[src/rtl/flux_rr_scheduler.sv]
// flux_rr_scheduler: round-robin grant of one actor datapath across FLUX fluxes,
// with a per-grant burst limit, firing counter and sticky protocol-error flag.
module flux_rr_scheduler #(
    parameter int FLUX      = 2,
    parameter int BURST     = 4,
    parameter int TAG_WIDTH = (FLUX > 1) ? $clog2(FLUX) : 1
) (
    input  logic                 clk,
    input  logic                 rst,
    input  logic [FLUX-1:0]      req,
    input  logic                 fire,
    input  logic                 last,
    output logic                 grant_valid,
    output logic [TAG_WIDTH-1:0] tag,
    output logic [FLUX-1:0]      grant,
    output logic [15:0]          fire_count,
    output logic                 err
);
    typedef enum logic {SCAN, HOLD} state_t;

    localparam logic [TAG_WIDTH:0]   FLUX_W   = (TAG_WIDTH+1)'(FLUX);
    localparam logic [TAG_WIDTH-1:0] TAG_LAST = TAG_WIDTH'(FLUX-1);
    localparam logic [7:0]           BURST_M1 = 8'(BURST-1);

    state_t               state_q, state_d;
    logic [TAG_WIDTH-1:0] tag_q, tag_d, ptr_q, ptr_d, off, pick, tag_inc;
    logic [TAG_WIDTH:0]   sum, sum_wrap;
    logic [2*FLUX-1:0]    req2;
    logic [FLUX-1:0]      rot, onehot;
    logic [7:0]           bcnt_q, bcnt_d;
    logic [15:0]          fire_count_q, fire_count_d;
    logic                 err_q, err_d;
    logic                 hold, req_tag, acc, rel;

    // Rotate requests so bit 0 is the flux at ptr; the lowest set bit is the winner.
    always_comb begin
        req2     = {req, req} >> ptr_q;
        rot      = req2[FLUX-1:0];
        off      = '0;
        for (int i = FLUX-1; i >= 0; i--)
            if (rot[i]) off = TAG_WIDTH'(i);
        sum      = {1'b0, ptr_q} + {1'b0, off};
        sum_wrap = sum - FLUX_W;
        pick     = (sum >= FLUX_W) ? sum_wrap[TAG_WIDTH-1:0] : sum[TAG_WIDTH-1:0];
    end

    always_comb begin
        hold         = state_q == HOLD;
        onehot       = FLUX'(1) << tag_q;
        req_tag      = |(req & onehot);
        acc          = hold & fire & req_tag;
        tag_inc      = (tag_q == TAG_LAST) ? '0 : tag_q + 1'b1;
        rel          = acc ? (last | (bcnt_q == BURST_M1)) : (hold & ~fire & ~req_tag);
        state_d      = hold ? (rel ? SCAN : HOLD) : ((|req) ? HOLD : SCAN);
        tag_d        = (!hold && (|req)) ? pick : tag_q;
        ptr_d        = rel ? tag_inc : ptr_q;
        bcnt_d       = hold ? bcnt_q + 8'(acc) : 8'd0;
        fire_count_d = fire_count_q + 16'(acc);
        err_d        = err_q | (fire & ~(hold & req_tag));
    end

    always_ff @(posedge clk or negedge rst) begin
        if (!rst) begin
            state_q      <= SCAN;
            tag_q        <= '0;
            ptr_q        <= '0;
            bcnt_q       <= '0;
            fire_count_q <= '0;
            err_q        <= 1'b0;
        end else begin
            state_q      <= state_d;
            tag_q        <= tag_d;
            ptr_q        <= ptr_d;
            bcnt_q       <= bcnt_d;
            fire_count_q <= fire_count_d;
            err_q        <= err_d;
        end
    end

    assign grant_valid = hold;
    assign tag         = tag_q;
    assign grant       = hold ? onehot : '0;
    assign fire_count  = fire_count_q;
    assign err         = err_q;
endmodule

[config.mk]
export PLATFORM = sky130hd
export DESIGN_NAME = flux_rr_scheduler
export DESIGN_NICKNAME = d
export VERILOG_FILES = /design/src/rtl/flux_rr_scheduler.sv
export SDC_FILE = /design/constraint.sdc
export NUM_CORES = 1
export LEC_CHECK = 0
export ABC_CLOCK_PERIOD_IN_PS = 2050
export CORE_UTILIZATION = 49
export DETAILED_ROUTE_END_ITERATION = 10
export HOLD_SLACK_MARGIN = 0.03
export PLACE_DENSITY = 0.85
export SKIP_LAST_GASP = 1
export SLEW_MARGIN = 20
export SYNTH_ARGS = -nofsm -noshare
export SYNTH_HDL_FRONTEND = slang
export SYNTH_SLANG_ARGS = --single-unit
[constraint.sdc]
create_clock -name clk -period 2.05 [get_ports clk]
set_input_delay 0.3075 -clock clk [delete_from_list [all_inputs] [get_ports clk]]
set_output_delay 0.3075 -clock clk [all_outputs]
set_load 0.03 [all_outputs]
## After elaboration in Yosys (flattened, before gate mapping)

Index checks and enable logic that the tools add are counted.
W data, S select, Z words.

| storage, ports and cells | value |
|---|---|
| output and inout bits | 21 |
| register bits after elaboration | 28 |
| memories | 0 |
| input port bits | 6 |
| memory bits (writable) | 0 |
| bits in latches | 0 |
| bits in read-only memories | 0 |

| cells by class | value |
|---|---|
| bitwise logic cells | 12 |
| add/sub/neg operators | 5 |
| multiplexer cells | 10 |
| equal/unequal tests | 1 |
| $mul | 0 |
| divide/modulo/power cells | 0 |
| shift operators | 2 |
| magnitude comparators | 1 |
| reductions and logical operators | 4 |

Operators by type and width:

| cell | number |
|---|---|
| $add A16 B1 Y16 | 1 |
| $add A8 B1 Y8 | 1 |
| $eq A8 B2 Y1 const B | 1 |
| $mux W1 | 8 |
| $mux W8 | 1 |
| $and A1 B1 Y1 | 6 |
| $reduce_or A2 Y1 | 2 |
| $shr A4 B1 Y2 | 1 |
| $not A1 Y1 | 3 |
| $add A1 B1 Y2 | 1 |
| $and A2 B2 Y2 | 1 |
| $ge A2 B2 Y1 const B | 1 |
| $mux W2 | 1 |
| $or A1 B1 Y1 | 2 |
| $shl A1 B1 Y2 const A | 1 |
| $add A1 B1 Y1 const B | 1 |
| $logic_and A1 B1 Y1 | 1 |
| $logic_not A1 Y1 | 1 |
| $sub A1 B1 Y1 const B | 1 |

## Depth between registers and ports, before layout

Gate-level depths: netlist of the first run.

| logic depth | value |
|---|---|
| depth in word-level cells | 8 |
| mapped depth | 7 |
| mapped depth without buffers | 7 |

## Worst setup path before layout of the first run

No wires, ideal clock.

| timing path | value |
|---|---|
| path kind | reg-to-reg |
| from | register tag_q (netlist: tag) |
| to | register fire_count_q[10] (netlist: fire_count[10]) |
| setup slack | -0.047 ns |
| clock period less this slack | 2.097 ns |
| arrival time | 1.964 ns |
| stages on the path, launching flop included | 8 |
| data required time | 1.917 ns |
| buffers on the path | 0 |
| path through | dfrtp_1 mux2_2 and3_1 ha_1 ha_1 and4_1 nand4_1 xnor2_1 |

| between the ends | value |
|---|---|
| longest elaborated chain between the ends | 5 |

Ends and longest elaborated chain:

| element | RTL line | text |
|---|---|---|
| from (decl) | 26 | `logic [TAG_WIDTH-1:0] tag_q, tag_d, ptr_q, ptr_d, off, pick, tag_inc;` |
| from (signal assigned) | 72 | `tag_q <= tag_d;` |
| $shl A1 B1 Y2 | 49 | `onehot = FLUX'(1) << tag_q;` |
| $and A2 B2 Y2 | 50 | `req_tag = \|(req & onehot);` |
| $reduce_or A2 Y1 | 50 |  |
| $and A1 B1 Y1 | 51 | `acc = hold & fire & req_tag;` |
| $add A16 B1 Y16 | 58 | `fire_count_d = fire_count_q + 16'(acc);` |
| named net fire_count_d[10] | 31 | `logic [15:0] fire_count_q, fire_count_d;` |
| to (signal assigned) | 75 | `fire_count_q <= fire_count_d;` |
| to (decl) | 31 |  |

The timed path passes the listed nets, and every way through them passes these cells.
A chain may end at the register's enable or synchronous reset.

## Worst setup path after layout of the first run

Same ends and word-level chain as after synthesis.

==> results.py, run 1 <==
metrics = {
    "run_status": {
        "status": "finished, final reports clean",
    },
    "floorplan": {
        "fp.dieW_um": 52.4,
        "ios": 27,
        "start_util": 0.541,
        "core_um2": 2300,
        "die_area_um2": 2740,
        "row_count": 17,
        "die_y_um": 52.4,
    },
    "layout": {
        "final_common_cell": "dfrtp_1",
        "diodes": 0,
        "final_cell_mix": "dfrtp_1, clkdlybuf4s50_1, buf_4",
        "drive_above_1_share": 0.155,
        "final_cells": 176,
        "syn2layout_area_growth_pct": 34.0,
        "nNetsFinal": 159,
    },
    "synth": {
        "synth_nets": 116,
        "ys_seq_area_frac": 0.564,
        "syn_avg_cell_area_um2": 11.7,
        "synth_area_um2": 1240,
        "ys_ff_latch": 28,
        "ys_types": 23,
        "synthCells": 106,
        "ys_warn_count": 0,
    },
    "setup_path": {
        "crit_arrival_ps": 2220,
        "cp.required_ps": 2300,
        "rr_worst_depth": 7,
        "crit_type": "reg -> reg",
        "r2r-end": "fire_count[10]",
        "reg2reg_from": "tag",
        "start_kind": "flop",
        "cp-end-kind": "flop",
        "regToRegSetupSlack_ps": 90,
        "crit_fanout": 5,
    },
    "power": {
        "clock_power_share": 0.148,
        "switchingPower_w": 0.000574,
        "cellPowerDensity_nw_per_um2": 941,
        "p_comb_frac": 0.375,
        "vdd_ir_drop_max_uv": 784,
        "power.share.sequential": 0.476,
        "swShare": 0.366,
        "leakage_nw": 0.788,
        "p_int_w": 0.000993,
    },
    "global_route": {
        "antenna_found_initial": 0,
        "grt_max_degree": 29,
        "grt_first_pass_wirelength_mm": 4.13,
        "gr-total-overflow": 0,
        "grt_usage": 0.211,
        "grt_pass1_vias": 938,
    },
    "clocking": {
        "cts_root_buf": "clkbuf_4",
        "clock_path_buffers": 2,
        "h-tree-depth": 1,
        "clock_sinks": 28,
        "cts_tree": "built",
        "insertion_delay_ps": 330,
        "clkTransAtPathRegs_ps": 150,
        "cts_made_buffers": 3,
    },
    "drt": {
        "wl_mm": 2.47,
        "dr.pass1.iters": 4,
        "via_count": 898,
        "post-route-drc-count": 0,
        "routedWlPerCell_um": 14.0,
        "vias_per_cell": 5.10,
        "drt_iter0_markers": 10,
        "ant_nets": 0,
    },
    "timing": {
        "finalHoldViolCount": 0,
        "whs_ps": 319,
        "final.period_utilization": 0.959,
        "fin_worst_skew_ps": 12.2,
        "relSlewSlack": 0.771,
        "min_period_ps": 1960,
        "tns_ps": 0,
        "worst_slack_ps": 85.0,
        "setup_violations": 0,
        "fmax_mhz": 509,
        "final_max_slew_viol_count": 0,
        "worstMarginPinSlew_ps": 343,
        "rsz0062_at_grt": "true",
    },
    "place": {
        "portBuffers": 26,
        "gp_congestion": 0.812,
        "dp.cells": 171,
        "dp_worst_setup_slack_ps": -147,
        "dp_hpwl_mm": 1.85,
    },
    "run": {
        "drv_cap": 0,
    },
    "min_path": {
        "hp-class": "in -> async",
    },
}
[stage by stage]
step                cell area [um^2]  total power [W]   util
finish                          1670          0.00157  0.725
global route                    1670          0.00165  0.725
CTS                             1650          0.00156  0.717
detailed placement              1620          0.00134  0.706
global placement                1620          0.00131  0.706
floorplan                       1240          0.00105      -
[cells by family after synthesis]
family,count (synthesis),share of synthesized area
AO/OA/AOI/OAI,5,0.0322
XOR/XNOR,20,0.141
adder cells (fa/ha/maj),4,0.0403
buffers and inverters,3,0.00906
flip-flops,28,0.564
multiplexers,3,0.0252
AND/OR/NAND/NOR,43,0.188
[area by class of cell]
type	count	area, um^2
fillers	153	632
clock buffers	4	26.3
inverters	3	11.3
flip-flops and latches	28	703
well taps	28	35.0
multi-input cells	75	541
repair buffers	38	349
[timing repair]
action | CTS | global route
hold endpoints to repair | 0 | 0
hold buffers | 0 | 0
endpoints found under the setup margin | 1 | 5
buffers inserted | 0 | 1
gates resized for setup | 1 | 3
[synth_stat cells, drive strengths merged]
cell | instances | area [um^2]
mux2 | 1 | 11.3
a31oi | 1 | 6.26
clkinv | 1 | 3.75
nand3 | 10 | 50.1
nor2 | 10 | 37.5
and4 | 1 | 8.76
and2 | 3 | 18.8
nor3 | 2 | 10.0
a21oi | 1 | 5.00
mux2i | 2 | 20.0
nor4 | 1 | 21.3
a21o | 1 | 7.51
xnor2 | 10 | 87.6
o31a | 1 | 8.76
inv | 2 | 7.51
xor2 | 10 | 87.6
dfrtp | 28 | 701
ha | 4 | 50.1
and3 | 5 | 31.3
a22oi | 1 | 12.5
nand4 | 3 | 18.8
or4 | 1 | 11.3
nand2 | 7 | 26.3
[worst max-delay path by stage]
stage | start | endpoint | slack [ps] | cells past startpoint
after detailed placement | req[1] | bcnt_q[4] | -150 | 9
after floorplan | tag | fire_count[10] | 50 | 7
final | tag | fire_count[10] | 90 | 7
after global placement | req[0] | bcnt_q[7] | -100 | 9
after global routing | tag | bcnt_q[7] | -20 | 8
after CTS | grant_valid | grant[1] | 40 | 2
[flip-flops by register name, indices dropped and copies added (netlist names)]
register,flops
fire_count,16
tag,1
grant_valid,1
bcnt_q,8
err,1
ptr_q,1
[critical path: stages, from the launching register on]
cell and delay [ps]:
dfrtp_2 440, mux2_2 360, and3_1 200, ha_1 190, ha_1 200, and4_1 250, nand4_1 120, xnor2_1 130
[metal layers]
metal | routed length, um | share of wire | global-route usage
met3 | 46 | 0.019 | 0.0290
met1 | 1150 | 0.47 | 0.269
met4 | 31 | 0.013 | 0.105
met5 | 0 | 0 | 0
met2 | 1240 | 0.50 | 0.348
[power by group through the flow]
stage	clock network (W)	logic [W]	registers (W)
6_report	0.000233	0.000589	0.000747
5_1_grt	0.000260	0.000630	0.000758
4_1_cts	0.000241	0.000575	0.000746
3_5_place_dp	0	0.000581	0.000758
3_3_place_gp	0	0.000566	0.000747
2_1_floorplan	0	0.000190	0.000862
Power figures use the tool's default switching activity.
==> inputs of run 2 (changes only) <==
GPL_ROUTABILITY_DRIVEN = 1   (was not set)
==> results of run 2 <==
The final DEF is identical to that of run 1; final timing and power are the same.
==> inputs of run 3 (changes only) <==
ABC_AREA = 1   (was not set)
CORE_UTILIZATION = 50   (was 49)
==> run 3 against run 2 <==
Net effect:
- clock skew is 11 ps lower
- core utilization is 1.3 points lower
- clock power is 14% higher
- first-iteration DRC count is 110% higher
- synthesized cell count is 46% higher
- setup slack worse by 12 ps
- via count is 26% higher
- largest cell class unchanged
==> results.py, run 3 <==
metrics = {
    "drt": {
        "drt_iter0_markers": 21,
        "via_count": 1128,
        "post-route-drc-count": 0,
        "wl_mm": 2.73,
        "vias_per_cell": 4.97,
        "routedWlPerCell_um": 12.0,
        "dr.pass1.iters": 4,
        "ant_nets": 0,
    },
    "global_route": {
        "grt_first_pass_wirelength_mm": 4.31,
        "grt_max_degree": 29,
        "antenna_found_initial": 0,
        "grt_pass1_vias": 1050,
        "gr-total-overflow": 0,
        "grt_usage": 0.211,
    },
    "timing": {
        "fmax_mhz": 506,
        "final_max_slew_viol_count": 0,
        "min_period_ps": 1980,
        "worst_slack_ps": 73.2,
        "finalHoldViolCount": 0,
        "worstMarginPinSlew_ps": 359,
        "setup_violations": 0,
        "final.period_utilization": 0.964,
        "relSlewSlack": 0.761,
        "fin_worst_skew_ps": 0.952,
    },
    "synth": {
        "synth_simple_gate_area_frac": 0.255,
        "ys_types": 21,
        "synth_nets": 165,
        "yosys.area.top_type_share": 0.518,
        "ys_warn_count": 0,
        "ys_seq_area_frac": 0.518,
        "synth_top_family_by_area": "simple AND/OR/NAND/NOR gates",
        "yosysMostFrequentCell": "nand2_1",
        "synth_compound_area_frac": 0.0481,
        "synth-adder-area-share": 0.0370,
        "synth_top_area_cell": "dfrtp_1",
        "synth_area_um2": 1350,
        "synth_top_flop_cell": "dfrtp_1",
        "synthCells": 155,
        "synth_mux_area_frac": 0,
        "synth_xor_area_frac": 0.0776,
        "synthTopCellsByCount": "nand2_1, dfrtp_1, inv_1, nor2_1, nand3_1",
        "ys_ff_latch": 28,
        "syn_avg_cell_area_um2": 8.73,
        "synth-edff-count": 0,
        "synthArstFlopShare": 1.00,
        "synthTopCellsByArea": "dfrtp_1, nand2_1, inv_1",
    },
    "layout": {
        "final_cell_mix": "nand2_1, dfrtp_1, clkdlybuf4s50_1, inv_1, nor2_1",
        "nNetsFinal": 208,
        "final_cell_area_um2": 1800,
        "largest_reg_flops": 16,
        "fillers": 201,
        "final_common_cell": "nand2_1",
        "diodes": 0,
        "final_cells": 227,
        "drive_above_1_share": 0.168,
        "syn2layout_area_growth_pct": 32.6,
        "post-route-util": 0.712,
    },
    "clocking": {
        "clock_sinks": 28,
        "clock_path_buffers": 2,
        "clkTransAtPathRegs_ps": 140,
        "cts_tree": "built",
        "cts_root_buf": "clkbuf_4",
        "cts_made_buffers": 3,
        "h-tree-depth": 1,
        "insertion_delay_ps": 320,
    },
    "setup_path": {
        "crit_fanout": 6,
        "crit_arrival_ps": 1670,
        "crit_type": "reg -> out",
        "start_kind": "flop",
        "cp.required_ps": 1740,
        "cp-end-kind": "output port",
    },
    "place": {
        "dp_hpwl_mm": 2.01,
        "gp_congestion": 0.859,
        "dp_worst_setup_slack_ps": -224,
        "portBuffers": 26,
        "dpl_cell_area_um2": 1730,
        "dp.cells": 221,
    },
    "floorplan": {
        "start_util": 0.537,
        "row_count": 18,
        "die_y_um": 54.0,
        "fp.dieW_um": 54.0,
        "core_um2": 2520,
        "die_area_um2": 2920,
        "ios": 27,
    },
    "min_path": {
        "hp-class": "in -> async",
    },
    "power": {
        "power.share.sequential": 0.429,
        "clock_power_share": 0.147,
        "switchingPower_w": 0.000723,
        "vdd_ir_drop_max_uv": 819,
        "cellPowerDensity_nw_per_um2": 1000,
        "p_comb_frac": 0.424,
        "p_int_w": 0.00108,
        "swShare": 0.401,
        "leakage_nw": 0.905,
    },
    "run_status": {
        "status": "finished, final reports clean",
    },
    "run": {
        "drv_cap": 0,
    },
}
## run 3: cell count changes in the layout (fill, tap and decap cells not counted), moves of 4 or more
| cell | change |
|---|---|
| xnor2_1 | -4 |
| nor2_1 | +10 |
| o21ai_0 | +4 |
| inv_1 | +18 |
| nand2_1 | +30 |
| and3_1 | -5 |
| xor2_1 | -4 |
## run 3: per-layer routing
layer	up-vias	share of wire	wire length, um	track usage
li1	563	-	-	-
met1	530	0.43	1180	0.246
met2	29	0.51	1400	0.381
met3	6	0.037	102	0.0254
met4	0	0.017	46	0.0983
met5	-	0	0	0
## run 3: worst paths after layout
kind | to | cells past startpoint | slack [ps] | start
worst max-delay path | grant[0] | 3 | 70 | grant_valid
worst min-delay path | fire_count[4] | 2 | 350 | rst
worst max register to register | fire_count[12] | 11 | 100 | tag
worst min register to register | fire_count[15] | 1 | 470 | fire_count[15]
max in group asynchronous | tag | 2 | 1420 | rst
min in group clk | fire_count[15] | 1 | 470 | fire_count[15]
## run 3: kinds of logic after synthesis
group,after synthesis
simple gates,76
flops,28
buf+inv,23
compound gates,12
xor+xnor,12
fa+ha+maj,4
## run 3: layout make-up
class	count	area [um^2]	share of cell area
Sequential cell	28	702	0.391
Multi-Input combinational cell	104	581	0.323
Timing Repair Buffer	39	357	0.199
Inverter	22	82.6	0.0460
Tap cell	30	37.5	0.0209
Clock buffer	4	36.3	0.0202
## run 3: timing repair
item                       4_1_cts  5_1_grt
setup endpoints to repair        1        5
hold buffers                     0        0
setup buffers                    0        2
pin swaps                        0        5
resized for setup                1        9
## run 3: stage by stage
step / total power [W] / hold WS, ps / TNS [ps]
global placement: 0.00147 / 462 / -350
detailed placement: 0.00151 / 465 / -1080
finish: 0.00180 / 351 / 0
CTS: 0.00177 / 352 / 0
global route: 0.00191 / 373 / -55.9
floorplan: 0.00118 / 11.9 / 0
## run 3: power groups by stage
stage               clock network [W]  logic, W  registers, W
floorplan                           0  0.000276      0.000902
global placement                    0  0.000703      0.000770
detailed placement                  0  0.000726      0.000779
CTS                          0.000277  0.000722      0.000768
global route                 0.000298  0.000818      0.000790
finish                       0.000265  0.000764      0.000773
## run 3: critical path: stages (launching register included)
cell	delay, ps
dfrtp_1	460
inv_1	120
nor2_1	100
clkdlybuf4s50_1	670
